$ cat src/rtl/z80_bus_pkg.sv
// -----------------------------------------------------------------------------
// z80_bus_pkg
// Shared types and default constants for the sound Z80 bus controller.
//   fetch_state_t : ROM fetch sequencer states
//   bus_state_t   : nBUSRQ/nBUSAK arbiter states
//   ROM_TOP_DEF   : first address not served by the ROM fetch path
//   TIMEOUT_DEF   : CLK cycles a fetch waits for ROM_ACK before giving up
//   TW_DEF        : width of the fetch timeout counter
// -----------------------------------------------------------------------------
package z80_bus_pkg;

    typedef enum logic [1:0] {
        F_IDLE,
        F_FETCH,
        F_HOLD
    } fetch_state_t;

    typedef enum logic [1:0] {
        B_IDLE,
        B_REQ,
        B_GNT,
        B_REL
    } bus_state_t;

    localparam logic [15:0] ROM_TOP_DEF = 16'hF800;
    localparam int          TIMEOUT_DEF = 255;
    localparam int          TW_DEF      = 8;

endpackage

$ cat src/rtl/z80_bus_ctrl_if.sv
// -----------------------------------------------------------------------------
// z80_bus_ctrl_if
// Groups the Z80 strobes, the ROM fetch port and the auxiliary bus-request
// handshake seen by z80_bus_ctrl.
//   slave  : view used by the controller (strobes/acks in, wait/request out)
//   master : view used by whatever drives the Z80/memory/aux side
// -----------------------------------------------------------------------------
interface z80_bus_ctrl_if;
    logic [15:0] SDA;
    logic        nMREQ;
    logic        nRD;
    logic        nBUSAK;
    logic        nWAIT;
    logic        nBUSRQ;
    logic        ROM_REQ;
    logic [15:0] ROM_ADDR;
    logic        ROM_ACK;
    logic [7:0]  ROM_DATA;
    logic [7:0]  ROM_DOUT;
    logic        AUX_REQ;
    logic        AUX_GNT;
    logic        ERR;

    modport slave (
        input  SDA, nMREQ, nRD, nBUSAK, ROM_ACK, ROM_DATA, AUX_REQ,
        output nWAIT, nBUSRQ, ROM_REQ, ROM_ADDR, ROM_DOUT, AUX_GNT, ERR
    );

    modport master (
        output SDA, nMREQ, nRD, nBUSAK, ROM_ACK, ROM_DATA, AUX_REQ,
        input  nWAIT, nBUSRQ, ROM_REQ, ROM_ADDR, ROM_DOUT, AUX_GNT, ERR
    );
endinterface

$ cat src/rtl/z80_busrq_arb.sv
// -----------------------------------------------------------------------------
// z80_busrq_arb
// Hands the Z80 bus to one auxiliary master through nBUSRQ/nBUSAK.
//   CLK, nRESET : clock, asynchronous active-low reset
//   nBUSAK      : Z80 bus acknowledge (in)
//   AUX_REQ     : level request from the auxiliary master (in)
//   nBUSRQ      : bus request to the Z80 (out, registered)
//   AUX_GNT     : auxiliary master owns the bus (out, registered)
// -----------------------------------------------------------------------------
module z80_busrq_arb
    import z80_bus_pkg::*;
(
    input  logic CLK,
    input  logic nRESET,
    input  logic nBUSAK,
    input  logic AUX_REQ,
    output logic nBUSRQ,
    output logic AUX_GNT
);

    bus_state_t state_q, state_d;
    logic       nbusrq_q, nbusrq_d;
    logic       gnt_q, gnt_d;

    always_ff @(posedge CLK or negedge nRESET) begin
        if (!nRESET) begin
            state_q  <= B_IDLE;
            nbusrq_q <= 1'b1;
            gnt_q    <= 1'b0;
        end else begin
            state_q  <= state_d;
            nbusrq_q <= nbusrq_d;
            gnt_q    <= gnt_d;
        end
    end

    always_comb begin
        state_d  = state_q;
        nbusrq_d = nbusrq_q;
        gnt_d    = gnt_q;
        case (state_q)
            B_IDLE: begin
                if (AUX_REQ) begin
                    nbusrq_d = 1'b0;
                    state_d  = B_REQ;
                end
            end
            B_REQ: begin
                // A request withdrawn before the ack never produces a grant.
                if (!AUX_REQ) begin
                    nbusrq_d = 1'b1;
                    state_d  = B_REL;
                end else if (!nBUSAK) begin
                    gnt_d   = 1'b1;
                    state_d = B_GNT;
                end
            end
            B_GNT: begin
                if (!AUX_REQ) begin
                    gnt_d    = 1'b0;
                    nbusrq_d = 1'b1;
                    state_d  = B_REL;
                end
            end
            B_REL: begin
                // Wait for the Z80 to take the bus back before re-arming.
                if (nBUSAK) begin
                    state_d = B_IDLE;
                end
            end
            default: state_d = B_IDLE;
        endcase
    end

    assign nBUSRQ  = nbusrq_q;
    assign AUX_GNT = gnt_q;

endmodule

$ cat src/rtl/z80_bus_ctrl.sv
// -----------------------------------------------------------------------------
// z80_bus_ctrl
// Stretches Z80 ROM reads with nWAIT while an external memory fetches the
// byte, and shares the Z80 bus with an auxiliary master.
//   CLK, nRESET : clock, asynchronous active-low reset
//   bus         : z80_bus_ctrl_if.slave carrying the Z80 strobes (SDA, nMREQ,
//                 nRD, nBUSAK, nWAIT, nBUSRQ), the ROM fetch port (ROM_REQ,
//                 ROM_ADDR, ROM_ACK, ROM_DATA, ROM_DOUT), the aux handshake
//                 (AUX_REQ, AUX_GNT) and the sticky timeout flag ERR
// -----------------------------------------------------------------------------
module z80_bus_ctrl
    import z80_bus_pkg::*;
#(
    parameter logic [15:0] ROM_TOP = ROM_TOP_DEF,
    parameter int          TIMEOUT = TIMEOUT_DEF,
    parameter int          TW      = TW_DEF
) (
    input  logic           CLK,
    input  logic           nRESET,
    z80_bus_ctrl_if.slave  bus
);

    fetch_state_t  state_q, state_d;
    logic [15:0]   rom_addr_q, rom_addr_d;
    logic          rom_req_q, rom_req_d;
    logic          nwait_q, nwait_d;
    logic [7:0]    rom_dout_q, rom_dout_d;
    logic          err_q, err_d;
    logic [TW-1:0] cnt_q, cnt_d;
    logic          rom_hit;
    logic          strobe_on;

    assign strobe_on = ~bus.nMREQ & ~bus.nRD;
    assign rom_hit   = strobe_on & (bus.SDA < ROM_TOP);

    always_ff @(posedge CLK or negedge nRESET) begin
        if (!nRESET) begin
            state_q    <= F_IDLE;
            rom_addr_q <= 16'h0000;
            rom_req_q  <= 1'b0;
            nwait_q    <= 1'b1;
            rom_dout_q <= 8'hFF;
            err_q      <= 1'b0;
            cnt_q      <= '0;
        end else begin
            state_q    <= state_d;
            rom_addr_q <= rom_addr_d;
            rom_req_q  <= rom_req_d;
            nwait_q    <= nwait_d;
            rom_dout_q <= rom_dout_d;
            err_q      <= err_d;
            cnt_q      <= cnt_d;
        end
    end

    always_comb begin
        state_d    = state_q;
        rom_addr_d = rom_addr_q;
        rom_req_d  = rom_req_q;
        nwait_d    = nwait_q;
        rom_dout_d = rom_dout_q;
        err_d      = err_q;
        cnt_d      = cnt_q;
        case (state_q)
            F_IDLE: begin
                if (rom_hit) begin
                    rom_addr_d = bus.SDA;
                    rom_req_d  = 1'b1;
                    nwait_d    = 1'b0;
                    cnt_d      = '0;
                    state_d    = F_FETCH;
                end
            end
            F_FETCH: begin
                cnt_d = cnt_q + TW'(1);
                // An ack in the timeout cycle still delivers real data.
                if (bus.ROM_ACK) begin
                    rom_dout_d = bus.ROM_DATA;
                    rom_req_d  = 1'b0;
                    nwait_d    = 1'b1;
                    state_d    = F_HOLD;
                end else if (cnt_q == TW'(TIMEOUT)) begin
                    rom_dout_d = 8'hFF;
                    err_d      = 1'b1;
                    rom_req_d  = 1'b0;
                    nwait_d    = 1'b1;
                    state_d    = F_HOLD;
                end
            end
            F_HOLD: begin
                // Park until the Z80 ends this read so it fetches only once.
                if (!strobe_on) begin
                    state_d = F_IDLE;
                end
            end
            default: state_d = F_IDLE;
        endcase
    end

    assign bus.nWAIT    = nwait_q;
    assign bus.ROM_REQ  = rom_req_q;
    assign bus.ROM_ADDR = rom_addr_q;
    assign bus.ROM_DOUT = rom_dout_q;
    assign bus.ERR      = err_q;

    z80_busrq_arb u_arb (
        .CLK     (CLK),
        .nRESET  (nRESET),
        .nBUSAK  (bus.nBUSAK),
        .AUX_REQ (bus.AUX_REQ),
        .nBUSRQ  (bus.nBUSRQ),
        .AUX_GNT (bus.AUX_GNT)
    );

endmodule

$ cat src/flat_wrapper.sv
// flat-port wrapper written by rule: the top's interface ports become plain ports
module z80_bus_ctrl_flat import z80_bus_pkg::*;
#(
    parameter logic [15:0] ROM_TOP = ROM_TOP_DEF,
    parameter int          TIMEOUT = TIMEOUT_DEF,
    parameter int          TW      = TW_DEF
)
  (CLK, nRESET, bus_SDA, bus_nMREQ, bus_nRD, bus_nBUSAK, bus_ROM_ACK, bus_ROM_DATA, bus_AUX_REQ, bus_nWAIT, bus_nBUSRQ, bus_ROM_REQ, bus_ROM_ADDR, bus_ROM_DOUT, bus_AUX_GNT, bus_ERR);
  z80_bus_ctrl_if bus_i ();
  input  logic CLK;
  input  logic nRESET;
  input wire logic [$bits(bus_i.SDA)-1:0] bus_SDA;
  input wire logic [$bits(bus_i.nMREQ)-1:0] bus_nMREQ;
  input wire logic [$bits(bus_i.nRD)-1:0] bus_nRD;
  input wire logic [$bits(bus_i.nBUSAK)-1:0] bus_nBUSAK;
  input wire logic [$bits(bus_i.ROM_ACK)-1:0] bus_ROM_ACK;
  input wire logic [$bits(bus_i.ROM_DATA)-1:0] bus_ROM_DATA;
  input wire logic [$bits(bus_i.AUX_REQ)-1:0] bus_AUX_REQ;
  output wire logic [$bits(bus_i.nWAIT)-1:0] bus_nWAIT;
  output wire logic [$bits(bus_i.nBUSRQ)-1:0] bus_nBUSRQ;
  output wire logic [$bits(bus_i.ROM_REQ)-1:0] bus_ROM_REQ;
  output wire logic [$bits(bus_i.ROM_ADDR)-1:0] bus_ROM_ADDR;
  output wire logic [$bits(bus_i.ROM_DOUT)-1:0] bus_ROM_DOUT;
  output wire logic [$bits(bus_i.AUX_GNT)-1:0] bus_AUX_GNT;
  output wire logic [$bits(bus_i.ERR)-1:0] bus_ERR;
  assign bus_i.SDA = bus_SDA;
  assign bus_i.nMREQ = bus_nMREQ;
  assign bus_i.nRD = bus_nRD;
  assign bus_i.nBUSAK = bus_nBUSAK;
  assign bus_i.ROM_ACK = bus_ROM_ACK;
  assign bus_i.ROM_DATA = bus_ROM_DATA;
  assign bus_i.AUX_REQ = bus_AUX_REQ;
  assign bus_nWAIT = bus_i.nWAIT;
  assign bus_nBUSRQ = bus_i.nBUSRQ;
  assign bus_ROM_REQ = bus_i.ROM_REQ;
  assign bus_ROM_ADDR = bus_i.ROM_ADDR;
  assign bus_ROM_DOUT = bus_i.ROM_DOUT;
  assign bus_AUX_GNT = bus_i.AUX_GNT;
  assign bus_ERR = bus_i.ERR;
  z80_bus_ctrl #(.ROM_TOP(ROM_TOP), .TIMEOUT(TIMEOUT), .TW(TW)) u_core (.CLK(CLK), .nRESET(nRESET), .bus(bus_i));
endmodule
$ cat config.mk
export PLATFORM = sky130hd
export DESIGN_NAME = z80_bus_ctrl_flat
export DESIGN_NICKNAME = d
export VERILOG_FILES = /design/src/rtl/z80_bus_pkg.sv /design/src/rtl/z80_bus_ctrl_if.sv /design/src/rtl/z80_busrq_arb.sv /design/src/rtl/z80_bus_ctrl.sv /design/src/flat_wrapper.sv
export SDC_FILE = /design/constraint.sdc
export NUM_CORES = 1
export LEC_CHECK = 0
export BUFFER_PORTS_ARGS = -buffer_cell sky130_fd_sc_hd__buf_2
export CORE_MARGIN = 2
export CORE_UTILIZATION = 51
export CTS_CLUSTER_DIAMETER = 80
export DETAILED_ROUTE_END_ITERATION = 16
export PLACE_DENSITY = 0.79
export SKIP_CTS_REPAIR_TIMING = 1
export SYNTH_ARGS = -nofsm -noshare
export SYNTH_HDL_FRONTEND = slang
export SYNTH_SLANG_ARGS = --single-unit
$ cat constraint.sdc
create_clock -name CLK -period 2.4 [get_ports CLK]
set_input_delay 0.12 -clock CLK [delete_from_list [all_inputs] [get_ports CLK]]
set_output_delay 0.12 -clock CLK [all_outputs]
set_load 0.05 [all_outputs]
==> impl_results.md <==
* Flops & latches, synth at 41
* Synth Warn # at 0
* Filler cells at 296
* Final #Nets at 266
* First-pass GRT wire length at 6430 µm
* Antenna violations before repair at 0
* CTS Sinks at 41
* Worst Path Required at 2.58 ns
* Avg Inst Size Synth at 11.8 µm²
* Final hold violations at 0
* Pin count of the biggest net entering global routing at 42
* DP Wirelength at 2960 µm
* Max Cap Viol at 0
* Share of layout cells above drive strength 1 at 42.6%
* Core area at 3690 µm²
* GRT met3 Usage at 6.47%
* Period utilization at 80.2%
* Tmin final at 1.93 ns
* Synthesized instance count at 167
* Number of synthesized flops with an enable pin at 0
* Most common flop cell mapped by yosys: dfrtp_1
* Final worst setup slack at 0.475 ns
* Reg clk slew, reported paths at 0.09 ns
* CTS Root Cell: clkbuf_8
* Pre-CTS WS at 0.473 ns
* Htree depth at 2
* Max FO, Critical Path at 20
* Skew final at 0.0110 ns
* PwrDens at 1220 nW/µm²
* Clk buf depth at 2
* Total Routing Usage GR at 19.8%
* Synth async-reset ratio at 100%
* Routed WL per cell at 14.3 µm
* Worst-Skew Late Latency at 0.30 ns
* Fin util at 65.7%
* Synth top area share at 39.3%
* Most Crowded Layer GR: met2
* Num CTS Buffers at 5
* Sequential area share after synthesis at 52.6%
* TritonRoute pass-1 iters at 4
* Leading area contributor after synthesis: dfrtp_1
* Vias at 1468
* Drt drc at 0
* Synthesized cell area at 1970 µm²
* Syn-to-layout area delta at 22.8%
* DR vias/cell at 5.28
* Die span in x at 66.2 µm
* Gr ovfl total at 0
* CTS tree: done
* Final Max Tran Viols at 0
* RSZ-0062 raised after global routing: no
* Min Hold Slack at 0.0415 ns
* Fmax achieved at 0.519 GHz
* IO buf count at 59
* Rows at 22
* CP arrival at 2.10 ns
* GP Congestion at 0.774
* Leak pwr at 1.21 nW
* Global-route met2 utilization at 31.1%
* Setup-failing EPs final at 0
* Vias in the first global route at 1368
* Ports at 60
* Drt total wl at 3990 µm
* Critical path endpoint category: flop
* WS Path Type: reg -> reg
* Max_slew headroom at 41.0%
* Mapped Nets at 204
* Iteration-0 DRC Markers at 77
* Least-Margin Pin Slew at 0.884 ns
* Starting density of the core at 53.5%
* Grt met1 use at 26.5%
* Status: complete, no violations
* Worst min path class: in -> reg
* Top-count cell post-synth: dfrtp_1
* # diodes at 0
* Yosys cell types at 40
* VDD IR max at 0.000553 V
* Crit start category: flop
* Sum Neg Setup Slack at 0 ns
* Die H at 66.2 µm
* Synth top area cells: dfrtp_1 39%, dfstp_2 13%, mux2_4 12%
* Antenna Nets Post-Route at 0
* Total die area at 4380 µm²
* Most frequent cells after synthesis: 31 x dfrtp_1, 19 x inv_1, 16 x mux2_4
[worst max-delay path: stages (launching register included)]
cell	delay (ns)
dfrtp_1	0.48
or4_1	0.52
a31o_2	0.44
mux2_4	0.37
[worst paths after layout]
| check | from | endpoint | slack (ns) | cells past startpoint |
|---|---|---|---|---|
| min reg2reg | u_core.bus.ROM_DOUT[7] | u_core.bus.ROM_DOUT[7] | 0.47 | 2 |
| max | u_core.state_q[1] | u_core.bus.ROM_ADDR[11] | 0.47 | 3 |
| max reg2reg | u_core.state_q[1] | u_core.bus.ROM_ADDR[11] | 0.47 | 3 |
| min in group asynchronous | nRESET | u_core.bus.ROM_ADDR[12] | 0.47 | 2 |
| max in group asynchronous | nRESET | u_core.bus.ROM_ADDR[11] | 1.36 | 2 |
| min | bus_SDA[3] | u_core.bus.ROM_ADDR[3] | 0.04 | 2 |
[flip-flops by register name, summed over array words and instances (netlist names)]
| name | flops |
|---|---|
| u_core.bus.ERR | 1 |
| u_core.bus.ROM_ADDR | 16 |
| u_core.bus.ROM_DOUT | 8 |
| u_core.bus.ROM_REQ | 1 |
| u_core.bus.nWAIT | 1 |
| u_core.cnt_q | 8 |
| u_core.state_q | 2 |
| u_core.u_arb.AUX_GNT | 1 |
| u_core.u_arb.nBUSRQ | 1 |
| u_core.u_arb.state_q | 2 |
[final cells by class]
cell class	instances	area (µm²)	area share, %
Tap cell	48	60.1	2.48
Timing Repair Buffer	61	313	12.9
Inverter	19	71.3	2.94
Clock inverter	3	46.3	1.91
Clock buffer	5	68.8	2.84
Multi-Input combinational cell	101	826	34.1
Sequential cell	41	1040	42.9
[through the flow]
step	area, µm²	instances	power (mW)
3_5_place_dp	2300	269	2.42
2_1_floorplan	1970	167	2.12
5_1_grt	2420	278	3.14
4_1_cts	2410	277	2.99
6_report	2420	278	2.97
3_3_place_gp	2300	269	2.38
[layout by cell type, fill, tap and decap left out, drive strengths merged, types with 2 or more instances in the layout]
cell,count
a211o,2
a21o,2
a21oi,11
a2bb2oi,2
a31o,2
and3,2
buf,60
clkbuf,5
dfrtp,31
dfstp,10
ha,6
inv,19
mux2,17
mux2i,4
nand2,4
nor2,6
nor2b,4
nor3,3
o21ai,5
o22ai,12
[cells by family (layout without fill, tap and decap cells)]
logic type	count (synthesis)	count (layout)	synth area share, %
compound gates	45	45	15.1
flops	41	41	52.6
simple gates	29	29	8.18
buf+inv	25	88	5.52
mux	21	21	14.8
fa+ha+maj	6	6	3.80
[layer usage]
| layer | wire length (µm) | vias up |
|---|---|---|
| li1 | - | 722 |
| met1 | 1860 | 721 |
| met3 | 161 | 4 |
| met4 | 27 | 0 |
| met2 | 1940 | 21 |
| met5 | 0 | - |
[power by group]
group	internal, mW	total, mW	switching, mW
Sequential	0.932	1.09	0.161
Combinational	0.441	1.31	0.873
Clock	0.311	0.560	0.249
No activity file was read; power rests on OpenSTA's default activity.
